--- config.mk ---
export PLATFORM = sky130hd
export DESIGN_NAME = jzjpcc_memory_flat
export DESIGN_NICKNAME = d
export VERILOG_FILES = /design/src/rtl/jzjpcc_memory_if.sv /design/src/rtl/jzjpcc_memory.sv /design/src/flat_wrapper.sv
export SDC_FILE = /design/constraint.sdc
export NUM_CORES = 1
export LEC_CHECK = 0
export CAP_MARGIN = 20
export CORE_MARGIN = 2
export CORE_UTILIZATION = 25
export DETAILED_ROUTE_END_ITERATION = 10
export GPL_TIMING_DRIVEN = 0
export PLACE_DENSITY = 0.61
export SLEW_MARGIN = 25
export SYNTH_ARGS = -nofsm -noshare
export SYNTH_HDL_FRONTEND = slang
export SYNTH_SLANG_ARGS = --single-unit
export TNS_END_PERCENT = 20
--- constraint.sdc ---
create_clock -name clock -period 2.9 [get_ports clock]
set_input_delay 0.29 -clock clock [delete_from_list [all_inputs] [get_ports clock]]
set_output_delay 0.29 -clock clock [all_outputs]
set_load 0.01 [all_outputs]
--- src/rtl/jzjpcc_memory_if.sv ---
// jzjpcc_writeback_if
//   Registered memory-stage to writeback-stage bundle.
//   memory    : driver side (memory stage owns the pipeline register)
//   writeback : receiver side
// Fields:
//   rdAddr        destination register index
//   rdWriteEnable register-file write enable (0 marks a bubble)
//   rdSource      writeback source select (0 ALU, 1 memory)
//   memoryOut     raw data word returned by the data memory (0 for non-loads)
//   aluResult     ALU result / effective address
//   funct3        load/store width code, used downstream for extraction
//   memByteMask   active byte lanes of the access (4'b1111 for non-memory)
interface jzjpcc_writeback_if;
  logic [4:0]  rdAddr;
  logic        rdWriteEnable;
  logic        rdSource;
  logic [31:0] memoryOut;
  logic [31:0] aluResult;
  logic [2:0]  funct3;
  logic [3:0]  memByteMask;

  modport memory (
    output rdAddr, rdWriteEnable, rdSource, memoryOut, aluResult, funct3, memByteMask
  );

  modport writeback (
    input rdAddr, rdWriteEnable, rdSource, memoryOut, aluResult, funct3, memByteMask
  );
endinterface

--- src/rtl/jzjpcc_memory.sv ---
// jzjpcc_memory
//   Memory stage of the JZJ pipelined core. Turns execute-stage load/store
//   instructions into data-memory requests, stalls upstream until the memory
//   acknowledges, flags misaligned accesses and registers the result for
//   writeback. The data memory is big-endian in lane order (byte offset k
//   lives in lane 3-k), so store data is byte-swapped here and load data is
//   passed through raw for the writeback stage to extract.
// Ports:
//   clock, reset            rising-edge clock, synchronous active-high reset
//   *_execute               instruction fields from the execute stage
//   dmemAddr/WriteData/ByteEnable/Req/We   request to the data memory
//   dmemAck, dmemReadData   completion strobe and raw read word
//   stall_memory            freezes upstream stages while a request is pending
//   misaligned_memory       one-cycle pulse for a misaligned access
//   badAddr_memory          address of the last misaligned access
//   writebackIF             registered bundle to the writeback stage
module jzjpcc_memory (
  input  logic        clock,
  input  logic        reset,

  input  logic        valid_execute,
  input  logic        memRead_execute,
  input  logic        memWrite_execute,
  input  logic [31:0] aluResult_execute,
  input  logic [31:0] rs2_execute,
  input  logic [2:0]  funct3_execute,
  input  logic [4:0]  rdAddr_execute,
  input  logic        rdWriteEnable_execute,
  input  logic        rdSource_execute,

  output logic [31:0] dmemAddr,
  output logic [31:0] dmemWriteData,
  output logic [3:0]  dmemByteEnable,
  output logic        dmemReq,
  output logic        dmemWe,
  input  logic        dmemAck,
  input  logic [31:0] dmemReadData,

  output logic        stall_memory,
  output logic        misaligned_memory,
  output logic [31:0] badAddr_memory,

  jzjpcc_writeback_if.memory writebackIF
);

  localparam logic [0:0] IDLE = 1'b0;
  localparam logic [0:0] WAIT = 1'b1;

  logic [0:0]  state;
  logic [0:0]  nextState;

  logic        access;
  logic        isStore;
  logic [1:0]  offset;
  logic [1:0]  width;
  logic        misaligned;
  logic        alignedAccess;
  logic [3:0]  byteMask;
  logic [31:0] storeData;
  logic        loadInstr;

  assign access        = valid_execute & (memRead_execute | memWrite_execute);
  // Both read and write high is illegal; the write wins.
  assign isStore       = memWrite_execute;
  assign offset        = aluResult_execute[1:0];
  assign width         = funct3_execute[1:0];
  assign misaligned    = access & (((width == 2'b01) & offset[0]) |
                                   (width[1] & (offset != 2'b00)));
  assign alignedAccess = access & ~misaligned;

  // Lane mask and lane-placed store data for the current instruction.
  always_comb begin
    // NOTE: every always_comb output gets a default first so no path can infer a latch.
    byteMask  = 4'b1111;
    storeData = {rs2_execute[7:0], rs2_execute[15:8], rs2_execute[23:16], rs2_execute[31:24]};
    if (access) begin
      case (width)
        2'b00: begin
          byteMask  = 4'b1000 >> offset;
          storeData = {4{rs2_execute[7:0]}};
        end
        2'b01: begin
          byteMask  = offset[1] ? 4'b0011 : 4'b1100;
          storeData = {2{rs2_execute[7:0], rs2_execute[15:8]}};
        end
        default: ;
      endcase
    end
  end

  assign dmemAddr       = {aluResult_execute[31:2], 2'b00};
  assign dmemWriteData  = storeData;
  assign dmemByteEnable = byteMask;
  // Upstream is frozen while waiting, so the request fields stay stable
  // without a local copy.
  assign dmemWe         = dmemReq & isStore;

  // Request / stall control. Reset gates the combinational outputs so a
  // pending request is dropped in the reset cycle itself.
  always_comb begin
    nextState    = state;
    dmemReq      = 1'b0;
    stall_memory = 1'b0;
    if (!reset) begin
      case (state)
        IDLE: begin
          if (alignedAccess) begin
            dmemReq = 1'b1;
            if (!dmemAck) begin
              stall_memory = 1'b1;
              nextState    = WAIT;
            end
          end
        end
        WAIT: begin
          dmemReq      = 1'b1;
          stall_memory = ~dmemAck;
          if (dmemAck) nextState = IDLE;
        end
        default: nextState = IDLE;
      endcase
    end
  end

  // A real instruction reaches writeback only when it is not stalled and not
  // faulting; everything else becomes a zeroed bubble.
  assign loadInstr = valid_execute & ~stall_memory & ~misaligned;

  // NOTE: sequential state uses non-blocking assignments so every register samples pre-edge values.
  always_ff @(posedge clock) begin
    if (reset) begin
      state                     <= IDLE;
      misaligned_memory         <= 1'b0;
      badAddr_memory            <= '0;
      writebackIF.rdAddr        <= '0;
      writebackIF.rdWriteEnable <= 1'b0;
      writebackIF.rdSource      <= 1'b0;
      writebackIF.memoryOut     <= '0;
      writebackIF.aluResult     <= '0;
      writebackIF.funct3        <= '0;
      writebackIF.memByteMask   <= '0;
    end else begin
      state             <= nextState;
      misaligned_memory <= misaligned;
      if (misaligned) badAddr_memory <= aluResult_execute;

      if (loadInstr) begin
        writebackIF.rdAddr        <= rdAddr_execute;
        writebackIF.rdWriteEnable <= rdWriteEnable_execute;
        writebackIF.rdSource      <= rdSource_execute;
        writebackIF.memoryOut     <= (access & ~isStore) ? dmemReadData : 32'h0;
        writebackIF.aluResult     <= aluResult_execute;
        writebackIF.funct3        <= funct3_execute;
        writebackIF.memByteMask   <= byteMask;
      end else begin
        writebackIF.rdAddr        <= '0;
        writebackIF.rdWriteEnable <= 1'b0;
        writebackIF.rdSource      <= 1'b0;
        writebackIF.memoryOut     <= '0;
        writebackIF.aluResult     <= '0;
        writebackIF.funct3        <= '0;
        writebackIF.memByteMask   <= '0;
      end
    end
  end

endmodule

--- src/flat_wrapper.sv ---
// flat-port wrapper written by rule: the top's interface ports become plain ports
module jzjpcc_memory_flat 
  (clock, reset, valid_execute, memRead_execute, memWrite_execute, aluResult_execute, rs2_execute, funct3_execute, rdAddr_execute, rdWriteEnable_execute, rdSource_execute, dmemAddr, dmemWriteData, dmemByteEnable, dmemReq, dmemWe, dmemAck, dmemReadData, stall_memory, misaligned_memory, badAddr_memory, writebackIF_rdAddr, writebackIF_rdWriteEnable, writebackIF_rdSource, writebackIF_memoryOut, writebackIF_aluResult, writebackIF_funct3, writebackIF_memByteMask);
  jzjpcc_writeback_if writebackIF_i ();
  input  logic clock;
  input  logic reset;
  input  logic valid_execute;
  input  logic memRead_execute;
  input  logic memWrite_execute;
  input  logic [31:0] aluResult_execute;
  input  logic [31:0] rs2_execute;
  input  logic [2:0] funct3_execute;
  input  logic [4:0] rdAddr_execute;
  input  logic rdWriteEnable_execute;
  input  logic rdSource_execute;
  output logic [31:0] dmemAddr;
  output logic [31:0] dmemWriteData;
  output logic [3:0] dmemByteEnable;
  output logic dmemReq;
  output logic dmemWe;
  input  logic dmemAck;
  input  logic [31:0] dmemReadData;
  output logic stall_memory;
  output logic misaligned_memory;
  output logic [31:0] badAddr_memory;
  output wire logic [$bits(writebackIF_i.rdAddr)-1:0] writebackIF_rdAddr;
  output wire logic [$bits(writebackIF_i.rdWriteEnable)-1:0] writebackIF_rdWriteEnable;
  output wire logic [$bits(writebackIF_i.rdSource)-1:0] writebackIF_rdSource;
  output wire logic [$bits(writebackIF_i.memoryOut)-1:0] writebackIF_memoryOut;
  output wire logic [$bits(writebackIF_i.aluResult)-1:0] writebackIF_aluResult;
  output wire logic [$bits(writebackIF_i.funct3)-1:0] writebackIF_funct3;
  output wire logic [$bits(writebackIF_i.memByteMask)-1:0] writebackIF_memByteMask;
  assign writebackIF_rdAddr = writebackIF_i.rdAddr;
  assign writebackIF_rdWriteEnable = writebackIF_i.rdWriteEnable;
  assign writebackIF_rdSource = writebackIF_i.rdSource;
  assign writebackIF_memoryOut = writebackIF_i.memoryOut;
  assign writebackIF_aluResult = writebackIF_i.aluResult;
  assign writebackIF_funct3 = writebackIF_i.funct3;
  assign writebackIF_memByteMask = writebackIF_i.memByteMask;
  jzjpcc_memory u_core (.clock(clock), .reset(reset), .valid_execute(valid_execute), .memRead_execute(memRead_execute), .memWrite_execute(memWrite_execute), .aluResult_execute(aluResult_execute), .rs2_execute(rs2_execute), .funct3_execute(funct3_execute), .rdAddr_execute(rdAddr_execute), .rdWriteEnable_execute(rdWriteEnable_execute), .rdSource_execute(rdSource_execute), .dmemAddr(dmemAddr), .dmemWriteData(dmemWriteData), .dmemByteEnable(dmemByteEnable), .dmemReq(dmemReq), .dmemWe(dmemWe), .dmemAck(dmemAck), .dmemReadData(dmemReadData), .stall_memory(stall_memory), .misaligned_memory(misaligned_memory), .badAddr_memory(badAddr_memory), .writebackIF(writebackIF_i));
endmodule
==> impl_metrics.ini <==
[timing]
drv_slew = 0
setup_ws_ns = 0.208
setup-violations-final = 0
clock.fmax_mhz = 371
finalClockSkew_ns = 0.00541
fin_setup_tns_ns = 0
finalHoldViolCount = 0
min_period_ns = 2.69
slew_headroom_pct = 62.3
fin_crit_sh_pct = 92.8
grt_setup_unrepaired = false
tightest_slew_ns = 0.566

[route]
routed_wl_mm = 15.6
avgViaCountPerCell = 4.21
wire_per_inst_um = 15.5
ant_nets = 0
drc = 0
detail_route.iter0.violations = 147
drt_pre_antenna_iters = 4
vias = 4231

[yosys]
avgSynthCellArea_um2 = 9.87
syn_inst = 470
synthMuxAreaShare_pct = 12.5
synth_warnings = 0
ys_seq_area_share_pct = 48.4
ys_seq_elements = 112
synth_cell_types = 29
synth_simple_gate_area_share_pct = 21.2
synth-main-ff-cell = dfxtp_1
synth-edff-count = 0
synth_top_family_by_area = simple AND/OR/NAND/NOR gates
synth_top_cells_by_count = dfxtp_1, nand2b_1, buf_4
yosys.area.top_type = dfxtp_1
async_flop_share_pct = 0
netlist.area_leader.share_pct = 48.4
ys_top_cells_by_area = dfxtp_1, nand2b_1, mux2i_1, buf_4, nor3b_1
synth_most_common_cell = dfxtp_1
synth_compound_area_share_pct = 4.29
synth_area_um2 = 4640
synthXorXnorAreaFrac_pct = 0.189
synth_adder_area_share_pct = 0

[cts]
cts-root-buf = clkbuf_16
cts_sinks = 112
holdBufCountCts = 0
post_cts_resized = 0
htreeDepth = 3
post_cts_buffers = 0
clock_path_buffers = 2
cts.clk_slew.worst_paths_ns = 0.07
cts_buffers = 9
tritoncts = yes
clkLatencyLatePin_ns = 0.35

[grt]
grt_pass1_wl_mm = 23.7
grt_pass1_vias = 4325
antenna_found_initial = 0
track_usage_pct = 15.4
grt_overflow = 0
grt_max_degree = 19

[placement]
portBuffers = 289
dp_hpwl_mm = 12.3
place_inst = 989
place_congestion = 0.739
place_ws_ns = 0.165
placed_cell_area_um2 = 7820

[die]
ios = 294
die-area_um2 = 19700
start_util_pct = 25.6
core_area_um2 = 18100
rows = 49
dieWidth_um = 140
dieHeight_um = 140

[layout]
synthToLayoutAreaGrowth_pct = 74.5
regArea_um2 = 2240
drive_gt1_share_pct = 12.2
post-route-util_pct = 44.7
fill_cells = 1806
multiInputGateArea_um2 = 1780
layout.cells.non_filler = 1005
antenna_cells = 0
layout.nets = 883
final_area_um2 = 8090

[power]
irDropWorstVdd_mv = 0.262
p_leak_uw = 0.00311
power.density_nw_per_um2 = 434

[worst_setup_path]
slowest_stage = clkdlybuf4s50_1
max_stage_delay_ns = 0.50
worstSetupPathType = in2out
required_ns = 2.61
worstPathMaxFanout = 10
cp-end-kind = output port
crit_arrival_ns = 2.40
cp-start-kind = input port
crit_chain = clkdlybuf4s50_1 > o21a_2 > nand2b_1 > buf_2 > buf_2 > mux2_2 > clkdlybuf4s50_1

[flow_run]
cap_violations = 0

[worst_hold_path]
hp-class = in2reg

[outcome]
status = finished, final reports clean
## power by group
group          internal [µW]  switching, µW
Sequential              1590           18.6
Clock                    586            583
Combinational            443            294
## path summary, 6_finish.rpt
check,start,depth (start not counted),endpoint,slack (ns)
max,memWrite_execute,7,dmemWriteData[14],0.21
min,aluResult_execute[1],3,u_core.badAddr_memory[1],0.30
max reg2reg,u_core.state,4,u_core.writebackIF.rdWriteEnable,1.25
min reg2reg,u_core.badAddr_memory[24],2,u_core.badAddr_memory[24],0.48
## layout make-up
cell class	instances	area share [%]
clock buffer	9	2.78
inverter	35	1.62
clock inverter	7	0.572
timing repair buffer	289	35.8
sequential	112	27.7
buffer	72	6.02
tap	229	3.54
multi-input combinational	252	22.0
## kinds of logic after synthesis
logic type | count (synthesis)
AOI/OAI and AO/OA | 34
xor gates and xnor gates | 1
buffers and inverters | 107
DFF | 112
muxes | 56
other | 1
and+or+nand+nor | 159
## cell usage in the layout, fill, tap and decap left out
cell type / netlist / routed
buf_2: 8 / 8
o21ai_1: 1 / 1
buf_4: 43 / 43
a31oi_1: 3 / 3
conb_1: 1 / 2
nor3b_2: 2 / 2
nor2_1: 7 / 7
nor3b_1: 38 / 38
o21ai_4: 1 / 1
buf_6: 6 / 6
a21oi_1: 4 / 4
and3b_1: 1 / 1
nand2b_1: 65 / 65
nand2_1: 2 / 2
inv_6: 0 / 2
nor2b_1: 3 / 3
nand3_1: 2 / 2
mux2i_1: 40 / 40
inv_1: 35 / 35
clkinv_4: 0 / 1
clkinv_2: 0 / 4
clkbuf_1: 15 / 15
mux2_2: 16 / 16
o21ai_2: 1 / 1
clkdlybuf4s50_1: 0 / 289
or3_1: 1 / 1
o21ai_0: 21 / 21
xor2_1: 1 / 1
o211ai_1: 1 / 1
o21a_2: 1 / 1
clkbuf_16: 0 / 9
dfxtp_1: 112 / 112
a21oi_2: 1 / 1
nor3_1: 38 / 38
## through the flow
stage / hold WS, ns / total power (µW)
after floorplan: 0.369 / 1940
after global placement: 0.460 / 2380
after detailed placement: 0.464 / 2390
after CTS: 0.280 / 3570
after global routing: 0.322 / 3660
final: 0.297 / 3510
## sequential cells by signal (all words and copies together), names as in the netlist
register and count:
u_core.writebackIF.funct3 3, u_core.writebackIF.rdWriteEnable 1, u_core.writebackIF.aluResult 32, u_core.writebackIF.rdAddr 5
u_core.badAddr_memory 32, u_core.misaligned_memory 1, u_core.state 1, u_core.writebackIF.rdSource 1
u_core.writebackIF.memByteMask 4, u_core.writebackIF.memoryOut 32
## worst max-delay path: cells and delay by family
family	cells	cell delay (ns)
AO/OA/AOI/OAI	1	0.28
multiplexers	1	0.35
AND/OR/NAND/NOR	1	0.07
buffers and inverters	4	1.41
## metal layers
metal / wire length [µm] / GRT usage [%] / vias up
met1: 6410 / 17.7 / 1948
met3: 1020 / 4.00 / 12
met5: 0 / 0 / -
met4: 197 / 5.16 / 0
met2: 7930 / 27.9 / 161
li1: - / - / 2110
Power figures use the tool's default switching activity.
